**config.mk**
```make
export PLATFORM = sky130hd
export DESIGN_NAME = at_response_monitor_flat
export DESIGN_NICKNAME = d
export VERILOG_FILES = /design/src/rtl/at_response_monitor_pkg.sv /design/src/rtl/at_response_monitor_if.sv /design/src/rtl/at_response_monitor_line_classifier.sv /design/src/rtl/at_response_monitor.sv /design/src/flat_wrapper.sv
export SDC_FILE = /design/constraint.sdc
export NUM_CORES = 1
export LEC_CHECK = 0
export CAP_MARGIN = 30
export CORE_MARGIN = 2
export CORE_UTILIZATION = 59
export CTS_CLUSTER_DIAMETER = 60
export DETAILED_ROUTE_END_ITERATION = 7
export PLACE_DENSITY = 0.81
export SETUP_SLACK_MARGIN = 0.02
export SLEW_MARGIN = 30
export SYNTH_ARGS = -nofsm -noshare
export SYNTH_HDL_FRONTEND = slang
export SYNTH_SLANG_ARGS = --single-unit
```
**constraint.sdc**
```tcl
create_clock -name clock -period 4.2 [get_ports clock]
set_input_delay 0.84 -clock clock [delete_from_list [all_inputs] [get_ports clock]]
set_output_delay 0.84 -clock clock [all_outputs]
set_load 0.01 [all_outputs]
```
**src/rtl/at_response_monitor_pkg.sv**
```systemverilog
// -----------------------------------------------------------------------------
// at_response_monitor_pkg
// Shared definitions for the HC-05 AT response monitor:
//   - ASCII constants used to recognise line terminators and "OK"/"ERROR"
//   - FSM state encoding (also exported on the debug state output)
//   - error_char(): expected character at each position of "ERROR"
// -----------------------------------------------------------------------------
package at_response_monitor_pkg;

  localparam logic [7:0] ASCII_CR = 8'h0D;
  localparam logic [7:0] ASCII_LF = 8'h0A;
  localparam logic [7:0] ASCII_O  = 8'h4F;
  localparam logic [7:0] ASCII_K  = 8'h4B;
  localparam logic [7:0] ASCII_E  = 8'h45;
  localparam logic [7:0] ASCII_R  = 8'h52;

  typedef enum logic [1:0] {
    ST_IDLE   = 2'b00,
    ST_LISTEN = 2'b01,
    ST_GOT_CR = 2'b10,
    ST_DONE   = 2'b11
  } state_t;

  // Character expected at position idx (0..4) of "ERROR".
  function automatic logic [7:0] error_char(input logic [2:0] idx);
    case (idx)
      3'd0:    error_char = ASCII_E;
      3'd3:    error_char = ASCII_O;
      default: error_char = ASCII_R;
    endcase
  endfunction

endpackage

```
**src/rtl/at_response_monitor_if.sv**
```systemverilog
// -----------------------------------------------------------------------------
// at_response_monitor_if
// Bundles the control, UART receive and result/debug signals of the monitor.
//   master : connection FSM / host side (drives arm, clear, rx byte stream)
//   slave  : the monitor itself (drives done/status and debug wire-outs)
// -----------------------------------------------------------------------------
interface at_response_monitor_if;
  logic       arm;
  logic       clear;
  logic [7:0] rx_data;
  logic       rx_data_valid;
  logic       at_done;
  logic       at_ok;
  logic       at_error;
  logic       at_timeout;
  logic [7:0] byte_count;
  logic [7:0] last_byte;
  logic [7:0] prev_byte;
  logic [1:0] state;

  modport master (
    output arm, clear, rx_data, rx_data_valid,
    input  at_done, at_ok, at_error, at_timeout,
    input  byte_count, last_byte, prev_byte, state
  );

  modport slave (
    input  arm, clear, rx_data, rx_data_valid,
    output at_done, at_ok, at_error, at_timeout,
    output byte_count, last_byte, prev_byte, state
  );
endinterface

```
**src/rtl/at_response_monitor_line_classifier.sv**
```systemverilog
// -----------------------------------------------------------------------------
// at_line_classifier
// Tracks the characters of the current reply line and reports whether the
// line so far is exactly "OK" or begins with "ERROR".
// Ports:
//   clock, reset  : system clock, asynchronous active-high reset
//   line_clr      : start a new line (clears length and match flags)
//   char_valid    : char is a line character (terminators are filtered out
//                   by the caller)
//   char          : the character
//   is_ok         : line is exactly "OK"
//   is_error      : line's first five characters are "ERROR"
// A line whose length reached MAX_LINE is treated as an info line and never
// matches.
// -----------------------------------------------------------------------------
module at_line_classifier
  import at_response_monitor_pkg::*;
#(
  parameter logic [7:0] MAX_LINE = 8'd32
) (
  input  logic       clock,
  input  logic       reset,
  input  logic       line_clr,
  input  logic       char_valid,
  input  logic [7:0] char,
  output logic       is_ok,
  output logic       is_error
);

  logic [7:0] line_len_reg;
  logic       ok_match_reg;
  logic       err_match_reg;
  logic       saturated;

  assign saturated = (line_len_reg == MAX_LINE);

  // Match flags are rewritten from the first character of every line, so
  // their cleared value never leaks into a classification.
  always_ff @(posedge clock or posedge reset) begin
    if (reset) begin
      line_len_reg  <= 8'd0;
      ok_match_reg  <= 1'b0;
      err_match_reg <= 1'b0;
    end else if (line_clr) begin
      line_len_reg  <= 8'd0;
      ok_match_reg  <= 1'b0;
      err_match_reg <= 1'b0;
    end else if (char_valid) begin
      if (!saturated)
        line_len_reg <= line_len_reg + 8'd1;

      if (line_len_reg == 8'd0)
        ok_match_reg <= (char == ASCII_O);
      else if (line_len_reg == 8'd1)
        ok_match_reg <= ok_match_reg && (char == ASCII_K);
      else
        ok_match_reg <= 1'b0;

      // Past the fifth character the ERROR verdict is frozen.
      if (line_len_reg == 8'd0)
        err_match_reg <= (char == ASCII_E);
      else if (line_len_reg < 8'd5)
        err_match_reg <= err_match_reg && (char == error_char(line_len_reg[2:0]));
    end
  end

  assign is_ok    = !saturated && ok_match_reg && (line_len_reg == 8'd2);
  assign is_error = !saturated && err_match_reg && (line_len_reg >= 8'd5);

endmodule

```
**src/rtl/at_response_monitor.sv**
```systemverilog
// -----------------------------------------------------------------------------
// at_response_monitor
// Watches the HC-05 UART receive stream while in AT mode and classifies the
// module's reply: a line "OK", a line starting "ERROR", or rx silence of
// TIMEOUT_CYCLES clocks. at_done feeds the connection FSM; the byte capture
// registers are debug wire-outs.
// Ports:
//   clock, reset : system clock, asynchronous active-high reset
//   bus (slave)  : arm/clear pulses, rx_data/rx_data_valid byte stream,
//                  at_done/at_ok/at_error/at_timeout result levels,
//                  byte_count/last_byte/prev_byte/state debug outputs
// -----------------------------------------------------------------------------
module at_response_monitor
  import at_response_monitor_pkg::*;
#(
  parameter logic [23:0] TIMEOUT_CYCLES = 24'd1000000,
  parameter logic [7:0]  MAX_LINE       = 8'd32
) (
  input logic             clock,
  input logic             reset,
  at_response_monitor_if.slave bus
);

  state_t      state_reg, state_next;
  logic        ok_reg, ok_next;
  logic        err_reg, err_next;
  logic        to_reg, to_next;
  logic [23:0] timer_reg;
  logic [7:0]  count_reg;
  logic [7:0]  last_reg;
  logic [7:0]  prev_reg;

  logic listening;
  logic accept;
  logic is_cr;
  logic is_lf;
  logic line_end;
  logic char_valid;
  logic line_clr;
  logic timer_hit;
  logic line_is_ok;
  logic line_is_error;

  assign listening = (state_reg == ST_LISTEN) || (state_reg == ST_GOT_CR);
  // arm/clear discard any byte arriving in the same cycle.
  assign accept    = bus.rx_data_valid && listening && !bus.arm && !bus.clear;
  assign is_cr     = (bus.rx_data == ASCII_CR);
  assign is_lf     = (bus.rx_data == ASCII_LF);
  assign line_end  = accept && (state_reg == ST_GOT_CR) && is_lf;
  // CRs and the terminating LF are not line characters; a lone LF is.
  assign char_valid = accept && !is_cr && !line_end;
  assign line_clr   = bus.arm || bus.clear || line_end;
  assign timer_hit  = (timer_reg == TIMEOUT_CYCLES - 24'd1);

  at_line_classifier #(
    .MAX_LINE (MAX_LINE)
  ) u_classifier (
    .clock      (clock),
    .reset      (reset),
    .line_clr   (line_clr),
    .char_valid (char_valid),
    .char       (bus.rx_data),
    .is_ok      (line_is_ok),
    .is_error   (line_is_error)
  );

  always_ff @(posedge clock or posedge reset) begin
    if (reset) begin
      state_reg <= ST_IDLE;
      ok_reg    <= 1'b0;
      err_reg   <= 1'b0;
      to_reg    <= 1'b0;
    end else begin
      state_reg <= state_next;
      ok_reg    <= ok_next;
      err_reg   <= err_next;
      to_reg    <= to_next;
    end
  end

  always_comb begin
    state_next = state_reg;
    ok_next    = ok_reg;
    err_next   = err_reg;
    to_next    = to_reg;
    if (bus.clear) begin
      state_next = ST_IDLE;
      ok_next    = 1'b0;
      err_next   = 1'b0;
      to_next    = 1'b0;
    end else if (bus.arm) begin
      state_next = ST_LISTEN;
      ok_next    = 1'b0;
      err_next   = 1'b0;
      to_next    = 1'b0;
    end else begin
      case (state_reg)
        ST_LISTEN, ST_GOT_CR: begin
          // A received byte takes precedence over an expiring timer.
          if (accept) begin
            if (line_end) begin
              if (line_is_ok) begin
                state_next = ST_DONE;
                ok_next    = 1'b1;
              end else if (line_is_error) begin
                state_next = ST_DONE;
                err_next   = 1'b1;
              end else begin
                state_next = ST_LISTEN;
              end
            end else if (is_cr && (state_reg == ST_LISTEN)) begin
              state_next = ST_GOT_CR;
            end else begin
              state_next = ST_LISTEN;
            end
          end else if (timer_hit) begin
            state_next = ST_DONE;
            to_next    = 1'b1;
          end
        end
        default: begin
          state_next = state_reg;
        end
      endcase
    end
  end

  always_ff @(posedge clock or posedge reset) begin
    if (reset) begin
      timer_reg <= 24'd0;
    end else if (bus.arm || bus.clear || accept) begin
      timer_reg <= 24'd0;
    end else if (listening) begin
      timer_reg <= timer_reg + 24'd1;
    end
  end

  always_ff @(posedge clock or posedge reset) begin
    if (reset) begin
      count_reg <= 8'd0;
      last_reg  <= 8'd0;
      prev_reg  <= 8'd0;
    end else if (bus.arm || bus.clear) begin
      count_reg <= 8'd0;
      last_reg  <= 8'd0;
      prev_reg  <= 8'd0;
    end else if (accept) begin
      if (count_reg != 8'hFF)
        count_reg <= count_reg + 8'd1;
      last_reg <= bus.rx_data;
      prev_reg <= last_reg;
    end
  end

  assign bus.at_done    = (state_reg == ST_DONE);
  assign bus.at_ok      = ok_reg;
  assign bus.at_error   = err_reg;
  assign bus.at_timeout = to_reg;
  assign bus.byte_count = count_reg;
  assign bus.last_byte  = last_reg;
  assign bus.prev_byte  = prev_reg;
  assign bus.state      = state_reg;

endmodule

```
**src/flat_wrapper.sv**
```systemverilog
// flat-port wrapper written by rule: the top's interface ports become plain ports
module at_response_monitor_flat import at_response_monitor_pkg::*;
#(
  parameter logic [23:0] TIMEOUT_CYCLES = 24'd1000000,
  parameter logic [7:0]  MAX_LINE       = 8'd32
)
  (clock, reset, bus_arm, bus_clear, bus_rx_data, bus_rx_data_valid, bus_at_done, bus_at_ok, bus_at_error, bus_at_timeout, bus_byte_count, bus_last_byte, bus_prev_byte, bus_state);
  at_response_monitor_if bus_i ();
  input logic clock;
  input logic reset;
  input wire logic [$bits(bus_i.arm)-1:0] bus_arm;
  input wire logic [$bits(bus_i.clear)-1:0] bus_clear;
  input wire logic [$bits(bus_i.rx_data)-1:0] bus_rx_data;
  input wire logic [$bits(bus_i.rx_data_valid)-1:0] bus_rx_data_valid;
  output wire logic [$bits(bus_i.at_done)-1:0] bus_at_done;
  output wire logic [$bits(bus_i.at_ok)-1:0] bus_at_ok;
  output wire logic [$bits(bus_i.at_error)-1:0] bus_at_error;
  output wire logic [$bits(bus_i.at_timeout)-1:0] bus_at_timeout;
  output wire logic [$bits(bus_i.byte_count)-1:0] bus_byte_count;
  output wire logic [$bits(bus_i.last_byte)-1:0] bus_last_byte;
  output wire logic [$bits(bus_i.prev_byte)-1:0] bus_prev_byte;
  output wire logic [$bits(bus_i.state)-1:0] bus_state;
  assign bus_i.arm = bus_arm;
  assign bus_i.clear = bus_clear;
  assign bus_i.rx_data = bus_rx_data;
  assign bus_i.rx_data_valid = bus_rx_data_valid;
  assign bus_at_done = bus_i.at_done;
  assign bus_at_ok = bus_i.at_ok;
  assign bus_at_error = bus_i.at_error;
  assign bus_at_timeout = bus_i.at_timeout;
  assign bus_byte_count = bus_i.byte_count;
  assign bus_last_byte = bus_i.last_byte;
  assign bus_prev_byte = bus_i.prev_byte;
  assign bus_state = bus_i.state;
  at_response_monitor #(.TIMEOUT_CYCLES(TIMEOUT_CYCLES), .MAX_LINE(MAX_LINE)) u_core (.clock(clock), .reset(reset), .bus(bus_i));
endmodule
```
==> results of run 1 <==
final timing paths:
path,from,to,slack (ns),cells after the start
worst max-delay path,bus_rx_data_valid,u_core.u_classifier.line_len_reg[2],1.46,6
worst min-delay path,u_core.bus.at_ok,u_core.bus.at_ok,0.50,2
worst max register to register,u_core.bus.state[0],u_core.timer_reg[19],1.51,7
worst min register to register,u_core.bus.at_ok,u_core.bus.at_ok,0.50,2
max in group asynchronous,reset,u_core.timer_reg[17],2.45,3
min in group asynchronous,reset,u_core.bus.byte_count[5],0.89,2
cells in the mapped netlist, types with 2 or more instances:
master    instances
nor3b_1           4
nor2b_1           2
or4_1             2
and3_1            7
mux2i_1           3
o21ai_0           4
a31oi_1           3
nor4b_1           5
dfrtp_1          63
nand3b_1          2
nand3_1          21
xor2_1           16
or3_1             4
and4_1            4
nor2_1           51
buf_2             3
nor4_4            2
ha_1             10
nand2b_1          2
inv_1             9
nand2_1          44
xnor2_1          14
a211oi_1          2
clkbuf_1         12
a21oi_1          32
nor3_1            9
and2_1            3
nand4_1          10
cells in the final DEF (no fill, tap or decap), types with 5 or more instances in the layout:
cell type,n
dfrtp_1,63
nand2_1,44
nor2_1,51
a21oi_1,32
xnor2_1,14
clkbuf_8,12
nor4b_1,5
ha_1,10
clkdlybuf4s50_1,42
nor3_1,9
nand3_1,21
inv_1,8
xor2_1,16
and3_1,7
nand4_1,10
worst min-delay path, delay by kind of cell (launching register included):
kind,cells,cell delay (ns)
DFF,1,0.34
and+or+nand+nor,1,0.08
AOI/OAI and AO/OA,1,0.04
layer usage:
layer | share of wire | routed length [um] | vias up | GRT usage
met5 | 0 | 0 | - | 0
met4 | 0.015 | 99 | 0 | 0.0879
met3 | 0.043 | 293 | 10 | 0.0648
met2 | 0.48 | 3250 | 63 | 0.387
met1 | 0.46 | 3160 | 1326 | 0.309
li1 | - | - | 1338 | -
cell families after synthesis:
| family | count (synthesis) | synth area share |
|---|---|---|
| AOI/OAI and AO/OA | 52 | 0.0931 |
| adders and majority gates | 10 | 0.0376 |
| muxes | 4 | 0.0124 |
| and+or+nand+nor | 178 | 0.276 |
| DFF | 63 | 0.473 |
| xor gates and xnor gates | 30 | 0.0789 |
| buffers and inverters | 25 | 0.0293 |
power by group through the flow:
stage	registers, mW	clock network [mW]	logic (mW)
2_1_floorplan	0.637	0	0.0884
3_3_place_gp	0.636	0	0.142
3_5_place_dp	0.636	0	0.145
4_1_cts	0.625	0.479	0.146
5_1_grt	0.626	0.503	0.162
6_report	0.625	0.471	0.145
cell type report:
cell class                 count  area share
clock buffer                  12      0.0416
inverter                       9     0.00850
sequential                    63       0.397
multi-input combinational    274       0.418
timing repair buffer          45       0.111
tap                           72      0.0227
clock inverter                 1     0.00126
per-stage QoR:
stage / util / hold slack (ns) / std cells
2_1_floorplan: - / 0.503 / 362
3_3_place_gp: 0.695 / 0.484 / 463
3_5_place_dp: 0.695 / 0.492 / 463
4_1_cts: 0.726 / 0.505 / 476
5_1_grt: 0.726 / 0.517 / 476
6_report: 0.726 / 0.501 / 476
==> flow_summary.ini, run 1 <==
[outcome]
status = complete, no violations

[worst_setup_path]
worstPathArrival_ns = 2.99
cp_slowest_cell = clkdlybuf4s50_1
required_ns = 4.45
worstPathMaxFanout = 11
cp_cell_sequence = clkdlybuf4s50_1 > nor4b_1 > o31a_1 > and2_1 > nor2_1 > a211oi_1
worst-path-buf-inv = 1
crit_family = simple AND/OR/NAND/NOR gates
worst_path_largest_cell_delay_ns = 0.59
crit_type = input port to flip-flop
worst_setup_path_end_kind = flip-flop
worstSetupStartpointType = input port

[synth]
synth_top_area_frac = 0.473
ys_seq_area_frac = 0.473
netlist_area_um2 = 3330
yosysUniqueCellTypes = 47
yosysWarnings = 0
synth_largest_area_cell = dfrtp_1
synth_cells = 362
synthesis.nets = 385
synthTopCellsByArea = dfrtp_1 47%, nor2_1 5.7%, nand2_1 5.0%
async_flop_share = 1.00
synth_seq_cells = 63
synth-edff-count = 0
syn_avg_cell_area_um2 = 9.20
synth_ff_type = dfrtp_1

[finish]
antenna_cells = 0
final_area_um2 = 3970
drive_above_1_share = 0.0619
seq_area_um2 = 1580
largest_reg_flops = 24
multi_input_area_um2 = 1660
fillers = 436
area_growth_syn_to_layout_pct = 19.3
fin_nets = 425

[floorplanning]
fp.dieH_um = 79.2
dieArea_um2 = 6260
io_pins = 43
die_x_um = 79.2
num_rows = 27
core_region_area_um2 = 5470
start_util = 0.609

[pwr]
finalPower_mw = 1.24
power.clock.fraction = 0.379
p_leak_nw = 1.61
p_int_uw = 922
switchingPower_uw = 319
seqPwrFrac = 0.504
swShare = 0.257
p_per_area_nw_per_um2 = 312
peakVddDrop_uv = 181
p_comb_frac = 0.117

[sta]
hold_violations = 0
tightest_slew_ns = 0.828
setup_viol = 0
tns_ns = 0
fin_crit_ns = 2.74
slew-limit-headroom = 0.447
fin_crit_sh = 0.653
fin_skew_ns = 0.00819
fin_ws_ns = 1.46
rsz0062_at_grt = false
slew_violations = 0
fmax_mhz = 364

[route]
vias_per_cell = 5.75
drc = 0
drt-total-wl_mm = 6.80
drtAntennaViolNets = 0
drt_iter0_drc = 176
first_pass_iters = 4
avgRoutedWirePerCell_um = 14.3
num_vias = 2737

[placement]
port_buffers = 42
pre_cts_ws_ns = 1.12
dp_hpwl_mm = 4.68
place.gp.congestion = 0.830
post_dp_cell_area_um2 = 3800

[clock_network]
cts_hold_buf = 0
clockBufferDepth = 2
cts_max_level = 3
clk_pin_slew_ns = 0.06
cts_buffers = 9
ctsRootBufferMaster = clkbuf_8
clkLatencyLatePin_ns = 0.34
cts_tree = yes
cts.sinks = 63
cts_setup_buffers = 0
cts_resized = 0

[global_route]
gr-total-overflow = 0
antenna_found_initial = 0
grt_pass1_vias = 2655
grt_max_degree = 35
grt_first_pass_wirelength_mm = 11.8
grt_usage = 0.239

[job]
maxCapViolCount = 0

[worst_hold_path]
worst_hold_path_type = flip-flop to flip-flop
(Power assumes the default switching activity.)
==> run 2, diff against run 1 <==
Settings changed: CORE_UTILIZATION 59 to 50, PLACE_DENSITY 0.81 to 0.73.
Clock period 4.2 ns to 2.2 ns, I/O delays scaled along.
==> run 2 against run 1 <==
Against the previous run:
- via count rose by 6.1%
- critical path depth increased by 1
- combinational power rose by 140%
- die area grew 17%
- flip-flop and latch count did not move
- utilization shrank 4.9 points
- clock-buffer cell count unchanged
- clock skew hardly changed
==> flow_summary.ini, run 2 (synthesis results as in run 1) <==
[floorplanning]
fp.dieH_um = 85.6
die_x_um = 85.6
start_util = 0.522
io_pins = 43
dieArea_um2 = 7330
core_region_area_um2 = 6390
num_rows = 29

[placement]
dp_hpwl_mm = 5.43
pre_cts_ws_ns = -0.155
post_dp_cell_area_um2 = 4080
port_buffers = 42
place.gp.congestion = 0.918

[route]
drtAntennaViolNets = 0
vias_per_cell = 5.62
drt_iter0_drc = 127
drt-total-wl_mm = 7.64
first_pass_iters = 4
num_vias = 2905
drc = 0
avgRoutedWirePerCell_um = 14.8

[worst_setup_path]
crit_type = flip-flop to flip-flop
worst_setup_path_end_kind = flip-flop
worstPathMaxFanout = 5
required_ns = 2.47
r2r_cells = 7
worst_path_largest_cell_delay_ns = 0.55
cp_cell_sequence = inv_2 > ha_4 > nor3b_2 > or4b_4 > buf_6 > or3_1 > a21oi_1
crit_family = simple AND/OR/NAND/NOR gates
worst-path-buf-inv = 2
worstPathArrival_ns = 2.34
worstSetupStartpointType = flip-flop
cp_slowest_cell = or4b_4
worst-path-stages = 7

[sta]
hold_violations = 0
tightest_slew_ns = 0.446
slew_violations = 0
fmax_mhz = 483
fin_crit_ns = 2.07
slew-limit-headroom = 0.702
rsz0062_at_grt = false
setup_viol = 0
fin_skew_ns = 0.00821
fin_crit_sh = 0.941
fin_ws_ns = 0.130
tns_ns = 0

[finish]
fillers = 507
area_growth_syn_to_layout_pct = 29.7
largest_reg_flops = 24
fin_nets = 458
final_area_um2 = 4320
fin_util = 0.677
final_common_cell = dfrtp_1
drive_above_1_share = 0.155
final_cell_mix = 63 x dfrtp_1, 51 x nor2_1, 44 x nand2_1
antenna_cells = 0

[worst_hold_path]
worst_hold_path_type = input port to asynchronous set/reset pin

[clock_network]
clk_pin_slew_ns = 0.08
clockBufferDepth = 2
cts_tree = yes
cts.sinks = 63
ctsRootBufferMaster = clkbuf_8
cts_buffers = 9
cts_max_level = 3
clkLatencyLatePin_ns = 0.35

[pwr]
finalPower_mw = 2.52
peakVddDrop_uv = 440
p_leak_nw = 1.81
p_per_area_nw_per_um2 = 582

[global_route]
grt_first_pass_wirelength_mm = 13.0
grt_max_degree = 22
gr-total-overflow = 0
antenna_found_initial = 0
grt_pass1_vias = 2936
grt_usage = 0.224

[outcome]
status = complete, no violations

[job]
maxCapViolCount = 0
-- run 2: changes by cell type in the layout (fill, tap and decap cells not counted), sizes merged --
cell | before | now
buf | 3 | 36
clkinv | 1 | 2
clkinvlp | 0 | 2
-- run 2: worst paths after layout --
path	from	endpoint	slack, ns
hold / removal	reset	u_core.bus.byte_count[3]	0.41
setup reg to reg	u_core.bus.state[0]	u_core.timer_reg[9]	0.13
hold reg to reg	u_core.bus.at_ok	u_core.bus.at_ok	0.52
setup / recovery	u_core.bus.state[0]	u_core.timer_reg[9]	0.13
max in group asynchronous	reset	u_core.bus.prev_byte[2]	1.24
min in group clock	u_core.bus.at_ok	u_core.bus.at_ok	0.52
-- run 2: per-stage QoR --
stage / cells / hold WS, ns
2_1_floorplan: 362 / 0.503
3_3_place_gp: 500 / 0.493
3_5_place_dp: 500 / 0.507
4_1_cts: 517 / 0.424
5_1_grt: 517 / 0.450
6_report: 517 / 0.413
-- run 2: final cells by class --
| cell class | count | area, um2 | share of cell area |
|---|---|---|---|
| multi-input cells | 274 | 1700 | 0.394 |
| repair buffers | 78 | 717 | 0.166 |
| inverters | 9 | 33.8 | 0.00782 |
| well taps | 77 | 96.3 | 0.0223 |
| clock inverters | 4 | 28.8 | 0.00666 |
| flip-flops and latches | 63 | 1580 | 0.365 |
| clock buffers | 12 | 165 | 0.0382 |
-- run 2: layer usage --
metal	global-route usage	vias to the layer above	routed length [um]
met4	0.108	0	163
met3	0.0395	16	364
li1	-	1402	-
met5	0	-	0
met1	0.294	1412	3380
met2	0.360	75	3730
-- run 2: what timing repair did --
action                                  CTS  global route
endpoints found under the setup margin    3            18
gates resized for setup                   4             4
hold buffers                              0             0
pin swaps                                 1             2
buffers inserted                          0             0
cloned                                    1             0
-- run 2: power breakdown --
group          total (mW)  internal, mW  switching, mW
sequential           1.19          1.17         0.0156
clock               0.978         0.501          0.476
combinational       0.350         0.157          0.192
total                2.52          1.83          0.684
==> run 3, diff against run 2 <==
Settings changed: HOLD_SLACK_MARGIN from default to 0.12.
==> results of run 3 <==
Final layout, timing and power as in run 2 (identical DEF).
